$ cat src/rtl/fb_pixel_writer.sv
`default_nettype none
// ============================================================================
//  Module      : fb_pixel_writer
//  Description : Packs a raster stream of 8-bit grayscale pixels four per
//                32-bit word and writes each word to framebuffer memory.
//  Revision    : 1.0 - initial release
// ============================================================================
module fb_pixel_writer #(
    parameter int H_RES  = 640,
    parameter int V_RES  = 480,
    parameter int ADDR_W = 32
) (
    input  logic              clk,
    input  logic              rst,
    input  logic [7:0]        px_data,
    input  logic              px_valid,
    input  logic              px_sof,
    output logic              px_ready,
    output logic              mem_we,
    output logic [ADDR_W-1:0] mem_adr,
    output logic [31:0]       mem_wdata,
    input  logic              mem_ack,
    output logic              frame_done,
    output logic              sof_err
);

    localparam int c_FRAME_PIX = H_RES * V_RES;
    localparam int c_CNT_W     = $clog2(c_FRAME_PIX + 1);
    localparam logic [c_CNT_W-1:0] c_FRAME_CNT = c_CNT_W'(c_FRAME_PIX);
    localparam logic [c_CNT_W-1:0] c_CNT_ONE   = c_CNT_W'(1);

    typedef enum logic [1:0] {
        ST_IDLE  = 2'd0,
        ST_FILL  = 2'd1,
        ST_WRITE = 2'd2
    } state_t;

    state_t              r_state;
    logic [c_CNT_W-1:0]  r_cnt;
    // Lanes 0..2 of the word under construction; lane 3 goes straight to mem_wdata.
    logic [23:0]         r_pack;
    logic                w_xfer;
    logic [1:0]          w_lane;

    assign px_ready = (r_state != ST_WRITE);
    assign w_xfer   = px_valid & px_ready;
    assign w_lane   = r_cnt[1:0];

    always_ff @(posedge clk) begin
        if (rst) begin
            r_state    <= ST_IDLE;
            r_cnt      <= '0;
            r_pack     <= '0;
            mem_we     <= 1'b0;
            mem_adr    <= '0;
            mem_wdata  <= '0;
            frame_done <= 1'b0;
            sof_err    <= 1'b0;
        end else begin
            frame_done <= 1'b0;
            sof_err    <= 1'b0;

            case (r_state)
                ST_IDLE: begin
                    if (w_xfer && px_sof) begin
                        r_pack[23:16] <= px_data;
                        r_cnt         <= c_CNT_ONE;
                        r_state       <= ST_FILL;
                    end
                end

                ST_FILL: begin
                    if (w_xfer) begin
                        if (px_sof) begin
                            // Restart the frame: the new pixel becomes pixel 0.
                            sof_err       <= 1'b1;
                            r_pack[23:16] <= px_data;
                            r_cnt         <= c_CNT_ONE;
                        end else begin
                            r_cnt <= r_cnt + c_CNT_ONE;
                            case (w_lane)
                                2'd0: r_pack[23:16] <= px_data;
                                2'd1: r_pack[15:8]  <= px_data;
                                2'd2: r_pack[7:0]   <= px_data;
                                default: begin
                                    mem_wdata <= {r_pack, px_data};
                                    mem_adr   <= ADDR_W'(r_cnt >> 2);
                                    mem_we    <= 1'b1;
                                    r_state   <= ST_WRITE;
                                end
                            endcase
                        end
                    end
                end

                ST_WRITE: begin
                    if (mem_ack) begin
                        mem_we <= 1'b0;
                        if (r_cnt == c_FRAME_CNT) begin
                            frame_done <= 1'b1;
                            r_cnt      <= '0;
                            r_state    <= ST_IDLE;
                        end else begin
                            r_state    <= ST_FILL;
                        end
                    end
                end

                default: r_state <= ST_IDLE;
            endcase
        end
    end

endmodule
`default_nettype wire

$ cat config.mk
export PLATFORM = sky130hd
export DESIGN_NAME = fb_pixel_writer
export DESIGN_NICKNAME = d
export VERILOG_FILES = /design/src/rtl/fb_pixel_writer.sv
export SDC_FILE = /design/constraint.sdc
export NUM_CORES = 1
export LEC_CHECK = 0
export BUFFER_PORTS_ARGS = -buffer_cell sky130_fd_sc_hd__buf_2
export CORE_ASPECT_RATIO = 0.75
export CORE_UTILIZATION = 59
export CTS_CLUSTER_DIAMETER = 120
export DETAILED_ROUTE_END_ITERATION = 6
export HOLD_SLACK_MARGIN = 0.06
export PLACE_DENSITY_LB_ADDON = 0.2
export SYNTH_ARGS = -nofsm -noshare
export SYNTH_HDL_FRONTEND = slang
export SYNTH_SLANG_ARGS = --single-unit
$ cat constraint.sdc
create_clock -name clk -period 4.3 [get_ports clk]
set_input_delay 0.86 -clock clk [delete_from_list [all_inputs] [get_ports clk]]
set_output_delay 0.86 -clock clk [all_outputs]
set_load 0.01 [all_outputs]
==> results.toml, run 1 <==
[sta]
tightest_slew_ps = 932
rsz0062_at_grt = "no"
slew_headroom_pct = 37.9
fmax_ghz = 0.345
fin_crit_sh_pct = 67.4
slew_viol_final = 0
finalSetupViolations = 0
fin_worst_skew_ps = 11.0
fin_crit_ps = 2900
hold_viol_final = 0
setup_tns_ps = 0

[global_route]
grt_pass1_vias = 3194
grt_first_pass_wirelength_um = 15800
antenna_found_initial = 0
grt_max_degree = 47
grt_usage_pct = 26.6
grt-ovfl-total = 0

[synthesis]
synth_top_family_by_area = "simple AND/OR/NAND/NOR gates"
synth_area_leaders = "dfxtp_1, nand2_1, a21oi_1"
synth_area_mm2 = 0.00430
synth_xor_area_share_pct = 0
synth_ff_type = "dfxtp_1"
yosys.area_share.simple_pct = 24.3
synth_compound_area_share_pct = 16.3
synth.distinct_cells = 46
ys.warnings.count = 0
postSynthCellCount = 524
synth_top_area_share_pct = 45.2
ys_seq_area_share_pct = 45.2
synth_edf_count = 0
synth_fa_ha_area_share_pct = 2.62
yosysTopAreaCell = "dfxtp_1"
synthMuxAreaShare_pct = 3.73
synth_seq_cells = 97
synth.avg_cell_area_um2 = 8.20
synthArstFlopShare_pct = 0

[floorplanning]
pin_count = 81
core-area_mm2 = 0.00693
fp.dieArea_mm2 = 0.00763
start_util_pct = 62.0
chipHeight_um = 75.9
fp.dieW_um = 101
rows = 26

[power]
pwr_density_cell_mw_per_mm2 = 341
ir_drop_mv = 0.188
leakagePower_uw = 0.00194

[final_layout]
multiInputGateArea_mm2 = 0.00208
final_cells = 666
drive_above_1_share_pct = 16.9
area_delta_synth_final_pct = 10.3
seq_area_mm2 = 0.00194
diodes = 0
nFillCells = 605
nets = 585

[cts]
h-tree-depth = 3
clock_latency_ps = 360
cts_buffer_depth = 2
holdBufCountCts = 0
clk_pin_slew_ps = 100
cts_buffers = 9
ctsResizeCount = 0
root_buffer = "clkbuf_8"
cts_sinks = 97
cts_setup_buffers = 0
cts_tree = "built"

[worst_setup_path]
worst-path-max-fanout = 16
path_class = "reg -> reg"
start_kind = "register"
crit_start = "r_state[1]"
arrival_ps = 3190
r2r-start = "r_state[1]"
worstPathRequired_ps = 4590
cp-end-kind = "register"

[drt]
num_vias = 3852
drtIter0Drc = 312
routed-wl-met3_um = 720
wl_um = 10000
highest_layer = "met4"
drt-met1-wl_um = 4760
wire_per_inst_um = 15.1
wl_met2_um = 4430
postRouteAntennaNets = 0
drc = 0
viasPerCell = 5.78
drt_first_pass_iters = 5

[job]
maxCapViolations = 0

[worst_hold_path]
min_from = "r_pack[0]"
holdCritPathClass = "reg -> reg"

[placement]
gp_congestion = 0.881
place.port_buffers = 65
hpwl_um = 6650
dp_cells = 650

[status]
outcome = "finished clean"
[sequential cells by signal, summed over array words and instances (netlist names)]
| register | count |
|---|---|
| mem_we | 1 |
| sof_err | 1 |
| r_pack | 24 |
| mem_adr | 17 |
| r_cnt | 19 |
| frame_done | 1 |
| mem_wdata | 32 |
| r_state | 2 |
[path summary, 6_finish.rpt]
| kind | slack (ps) | cells past startpoint | to |
|---|---|---|---|
| setup reg to reg | 1400 | 8 | r_cnt[7] |
| hold / removal | 450 | 2 | mem_wdata[8] |
| setup / recovery | 1400 | 8 | r_cnt[7] |
| hold reg to reg | 450 | 2 | mem_wdata[8] |
[cells in the final DEF, fill, tap and decap left out, types with 2 or more instances in the layout]
master	synthesis	final
o32ai_1	2	2
inv_6	0	2
mux2i_1	16	16
nand4b_1	3	3
ha_1	9	9
nand2_1	114	114
buf_4	18	7
or4b_1	3	3
and2_1	2	2
nand2b_1	5	5
nor4_1	5	5
nor3_1	3	3
o41ai_1	15	15
a21oi_1	78	78
nor2b_1	6	6
o22ai_1	2	2
a31oi_1	6	6
conb_1	1	15
nor2_1	30	30
and3_1	4	4
clkinvlp_4	0	2
inv_1	9	9
nand3_1	19	18
o21a_1	2	2
nand4_1	10	10
inv_8	0	2
nand3_2	1	2
dfxtp_1	97	97
a41oi_1	3	3
buf_2	12	65
o31ai_1	2	2
clkbuf_8	0	9
or4_1	3	3
[Yosys cell counts, types with 3 or more instances]
master      n
or4b_1      3
and3_1      4
ha_1        9
nor2b_1     6
nor3_1      3
buf_2      12
a31oi_1     6
a21oi_1    78
a41oi_1     3
o41ai_1    15
inv_1       9
nand3_1    19
dfxtp_1    97
nor2_1     30
or4_1       3
nor4_1      5
nand2_1   114
mux2i_1    16
nand4b_1    3
buf_4      18
nand2b_1    5
clkbuf_1   28
nand4_1    10
[stage by stage]
| stage | total power, uW | utilization (%) | hold slack (ps) | area (um2) | worst slack [ps] |
|---|---|---|---|---|---|
| after floorplan | 1040 | - | 432 | 4350 | 2140 |
| after global placement | 1060 | 65.7 | 438 | 4550 | 1430 |
| after detailed placement | 1070 | 65.7 | 444 | 4550 | 1290 |
| after CTS | 1620 | 68.4 | 458 | 4740 | 1480 |
| after global routing | 1670 | 68.4 | 468 | 4740 | 1190 |
| final | 1620 | 68.4 | 452 | 4740 | 1400 |
[routing by layer]
metal	vias to the layer above	GRT usage, %
met2	169	41.4
met5	-	0
met3	17	4.68
met1	1799	38.2
met4	0	8.21
li1	1867	-
[worst max-delay path: stages, from the launching register on]
cell	delay (ps)
dfxtp_1	340
inv_1	100
ha_1	330
nor2b_1	470
nand2_2	320
nor2_1	420
buf_4	240
or4b_1	450
a21oi_1	160
[cell families after synthesis]
kind of cell / count (synthesis)
simple gates: 217
compound gates: 117
flops: 97
buf+inv: 67
mux: 16
fa+ha+maj: 9
other cells: 1
[final cells by class]
class,instances,share of cell area (%)
clock inverters,7,1.27
inverters,9,0.713
clock buffers,9,2.61
repair buffers,72,7.98
flip-flops and latches,97,41.0
well taps,98,2.59
multi-input cells,374,43.8
[power breakdown]
| group | internal (uW) | switching [uW] | leakage, uW |
|---|---|---|---|
| clock | 222 | 346 | 0.0000901 |
| combinational | 37.7 | 94.5 | 0.00107 |
| sequential | 908 | 8.17 | 0.000782 |
| total | 1170 | 449 | 0.00194 |
Power figures use the tool's default switching activity.
==> inputs of run 2 (changes only) <==
Settings changed: CORE_UTILIZATION 59 to 55.
Clock period 4.3 ns to 2.79 ns, I/O delays scaled along.
==> run 2 against run 1 <==
Wire length is 0.17% higher. Worst setup slack worse by 1000 ps. Global-route usage is 0.79 points lower. Sequential cell count stayed put. Sequential share of layout area is 0.81 points lower. Worst hold slack better by 2.4 ps. Critical path depth is 1 lower. Fmax is 19% higher. Cell area is 2.0% higher. Critical path type unchanged. Critical endpoint unchanged. Largest cell class unchanged. Largest power group unchanged.
==> results.toml, run 2 (synthesis results as in run 1) <==
[status]
outcome = "finished clean"

[worst_setup_path]
crit_chain = "inv_1 -> ha_1 -> nor2b_1 -> nand2_2 -> nor2_1 -> or4b_1 -> a21oi_1"
path_class = "reg -> reg"
arrival_ps = 2720
cpMaxStageDelayCell = "nor2b_1"
critPathBufInv = 1
cpLargestDelayFamily = "simple AND/OR/NAND/NOR gates"
worstPathRequired_ps = 3090
start_kind = "register"
crit_path_max_incr_delay_ps = 470
cp-end-kind = "register"
worst-path-max-fanout = 9

[sta]
tightest_slew_ps = 908
hold_viol_final = 0
slew_headroom_pct = 39.4
fmax_ghz = 0.412
finalSetupViolations = 0
slew_viol_final = 0
fin_worst_skew_ps = 13.1
rsz0062_at_grt = "no"
fin_crit_ps = 2430
setup_tns_ps = 0
fin_crit_sh_pct = 86.9

[final_layout]
diodes = 0
nets = 592
multiInputGateArea_mm2 = 0.00208
drive_above_1_share_pct = 17.9
final_cell_area_mm2 = 0.00483
layout_commonest_cell = "nand2_1"
final_cell_mix = "nand2_1, dfxtp_1, a21oi_1, buf_2, nor2_1"
regMostFlops = "mem_wdata"
biggestRegsByFlops = "mem_wdata x32, r_pack x24, r_cnt x19"
nFillCells = 660
area_delta_synth_final_pct = 12.5
largest_reg_flops = 32
seq_area_mm2 = 0.00194

[power]
p_clk_share_pct = 37.2
p_sw_share_pct = 26.6
ir_drop_mv = 0.323
power_switching_uw = 687
p_comb_share_pct = 8.1
pwr_density_cell_mw_per_mm2 = 534
leakagePower_uw = 0.00199
p_seq_share_pct = 54.7
p_int_uw = 1890

[global_route]
grt_max_degree = 40
grt-ovfl-total = 0
antenna_found_initial = 0
grt_first_pass_wirelength_um = 16800
grt_pass1_vias = 3374
grt_usage_pct = 25.8

[drt]
drtIter0Drc = 271
viasPerCell = 5.64
wire_per_inst_um = 14.9
drt_first_pass_iters = 5
postRouteAntennaNets = 0
wl_um = 10100
drc = 0
num_vias = 3813

[cts]
h-tree-depth = 3
ctsResizeCount = 0
clock_latency_ps = 380
cts_buffers = 9
cts_buffer_depth = 2
cts_tree = "built"
holdBufCountCts = 0
clk_pin_slew_ps = 90
cts_setup_buffers = 0
cts_sinks = 97
root_buffer = "clkbuf_8"

[floorplanning]
rows = 27
chipHeight_um = 78.5
pin_count = 81
fp.dieArea_mm2 = 0.00817
start_util_pct = 57.5
fp.dieW_um = 104
core-area_mm2 = 0.00747

[placement]
hpwl_um = 6930
place.port_buffers = 65
gp_congestion = 0.906
dpl-instance-area_mm2 = 0.00462

[job]
maxCapViolations = 0

[worst_hold_path]
holdCritPathClass = "reg -> reg"
run 2: cell types whose count changed in the layout (fill, tap and decap cells not counted), sizes merged:
cell / change
buf: +7
bufinv: +1
clkinv: +1
clkinvlp: -1
inv: -1
run 2: metal layers:
metal / global-route usage (%) / part of all wire, % / vias up
met4: 7.00 / 0.99 / 0
li1: - / - / 1884
met1: 37.5 / 48 / 1732
met2: 38.3 / 43 / 186
met5: 0 / 0 / -
met3: 5.98 / 7.7 / 11
run 2: final cells by class:
class,count,share of cell area [%]
Clock inverter,7,1.79
Clock buffer,9,2.56
Timing Repair Buffer,79,9.17
Tap cell,101,2.62
Multi-Input combinational cell,374,43.0
Sequential cell,97,40.2
Inverter,9,0.699
run 2: metrics by stage:
stage               cells  worst slack, ps  util (%)  hold WS, ps  power, uW
floorplan             538              862         -          432       1600
global placement      660              568      61.9          438       1640
detailed placement    660              438      61.9          443       1650
CTS                   676              409      64.7          453       2590
global route          676             89.0      64.7          449       2680
finish                676              365      64.7          454       2580
run 2: power groups by stage:
stage / logic [uW] / clock network [uW] / registers (uW)
CTS: 205 / 972 / 1410
global route: 229 / 1040 / 1410
finish: 209 / 960 / 1410
global placement: 198 / 0 / 1440
floorplan: 160 / 0 / 1440
detailed placement: 203 / 0 / 1440
run 2: final timing paths:
path | slack [ps] | to | from | cells past startpoint
worst max-delay path | 360 | r_cnt[7] | r_state[1] | 7
worst min-delay path | 450 | mem_adr[13] | mem_adr[13] | 2
worst max register to register | 360 | r_cnt[7] | r_state[1] | 7
worst min register to register | 450 | mem_adr[13] | mem_adr[13] | 2
run 2: worst register-to-register path, stage by stage (launching register included):
cell and delay (ps):
dfxtp_1 340, inv_1 100, ha_1 340, nor2b_1 470, nand2_2 110, nor2_1 380
or4b_1 470, a21oi_1 150
==> inputs of run 3 (changes only) <==
Settings changed: CORE_ASPECT_RATIO 0.75 to not set.
==> run 3 against run 2 <==
Cell area decreased by 0.18%. Sequential cell count unchanged. Worst hold slack got worse by 2.0 ps. Core utilization increased by 0.38 points. Sequential power about the same. Sequential share of layout area increased by 0.073 points. Critical endpoint is now r_cnt[1]. Critical path depth unchanged. Largest cell class unchanged. Register-to-register slack about the same.
==> results.toml, run 3 (synthesis results as in run 1) <==
[cts]
cts_tree = "built"
ctsResizeCount = 0
cts_buffer_depth = 2
cts_setup_buffers = 0
root_buffer = "clkbuf_8"
clk_pin_slew_ps = 100
cts_sinks = 97
clock_latency_ps = 370
h-tree-depth = 3
cts_buffers = 9
holdBufCountCts = 0

[job]
maxCapViolations = 0

[power]
total_power_uw = 2610
leakagePower_uw = 0.00199
pwr_density_cell_mw_per_mm2 = 540
ir_drop_mv = 0.284

[sta]
slew_viol_final = 0
finalSetupViolations = 0
rsz0062_at_grt = "no"
slew_headroom_pct = 39.6
fin_ws_ps = 362
fmax_ghz = 0.412
hold_viol_final = 0
tightest_slew_ps = 906
fin_worst_skew_ps = 10.1
setup_tns_ps = 0
fin_crit_ps = 2430
fin_crit_sh_pct = 87.0

[final_layout]
area_delta_synth_final_pct = 12.3
seq_area_mm2 = 0.00194
diodes = 0
largest_reg_flops = 32
nFillCells = 673
final_cell_mix = "nand2_1, dfxtp_1, a21oi_1, buf_2, nor2_1"
final_cells = 672
nets = 590
fin_util_pct = 65.1
biggestRegsByFlops = "mem_wdata x32, r_pack x24, r_cnt x19"
multiInputGateArea_mm2 = 0.00208
regMostFlops = "mem_wdata"
layout_commonest_cell = "nand2_1"
drive_above_1_share_pct = 17.6

[floorplanning]
fp.dieArea_mm2 = 0.00817
core-area_mm2 = 0.00741
pin_count = 81
rows = 31
start_util_pct = 58.0
fp.dieW_um = 90.4
chipHeight_um = 90.4

[status]
outcome = "finished clean"

[placement]
gp_congestion = 0.833
place_ws_ps = 448
dp_cells = 656
hpwl_um = 6540
place.port_buffers = 65

[worst_setup_path]
reg2reg_depth = 7
cpLargestDelayFamily = "simple AND/OR/NAND/NOR gates"
path_common_cell = "a21oi_1"
critPathBufInv = 1
start_kind = "register"
crit_chain = "inv_1 -> ha_1 -> nor2b_1 -> a21oi_1 -> o21a_1 -> or4_1 -> a21oi_1"
worst-path-max-fanout = 26
arrival_ps = 2720
worst-path-stages = 7
worstPathRequired_ps = 3080
cpMaxStageDelayCell = "or4_1"
path_class = "reg -> reg"
cp-end-kind = "register"
crit_path_max_incr_delay_ps = 620
rrSetupSlack_ps = 360

[global_route]
grt_usage_pct = 24.5
antenna_found_initial = 0
grt-ovfl-total = 0
grt_pass1_vias = 3322
grt_first_pass_wirelength_um = 16200
grt_max_degree = 55

[drt]
viasPerCell = 5.65
drt_first_pass_iters = 4
drtIter0Drc = 307
wl_um = 9780
num_vias = 3799
postRouteAntennaNets = 0
wire_per_inst_um = 14.6
drc = 0

[worst_hold_path]
min_path_cells = 2
holdCritPathClass = "reg -> reg"
## run 3: worst min-delay path, cell delays in order, from the launching register on
cell	delay, ps
dfxtp_1	320
nand2_1	50
a21oi_1	50
## run 3: per-layer routing
metal	track usage, %	share of wire [%]	up-vias
met5	0	0	-
met4	9.81	1.6	0
met3	4.04	5.5	13
met2	35.9	44	133
met1	35.6	49	1776
li1	-	-	1877
## run 3: per-stage QoR
stage / hold slack, ps / instance area (um2)
2_1_floorplan: 432 / 4350
3_3_place_gp: 439 / 4600
3_5_place_dp: 443 / 4600
4_1_cts: 451 / 4820
5_1_grt: 447 / 4820
6_report: 452 / 4820
## run 3: path summary, 6_finish.rpt
check             endpoint        from
min          mem_wdata[13]   r_pack[5]
max               r_cnt[1]  r_state[0]
min reg2reg  mem_wdata[13]   r_pack[5]
max reg2reg       r_cnt[1]  r_state[0]
## run 3: layout make-up
class                      instances  area share (%)
clock buffer                      10            2.85
clock inverter                     6            1.69
inverter                           9           0.700
multi-input combinational        374            43.1
sequential                        97            40.3
tap                               99            2.57
timing repair buffer              77            8.87
## run 3: power breakdown
group          switching (uW)  internal [uW]
clock                     527            461
sequential               12.6           1400
combinational             145           60.6
total                     685           1920
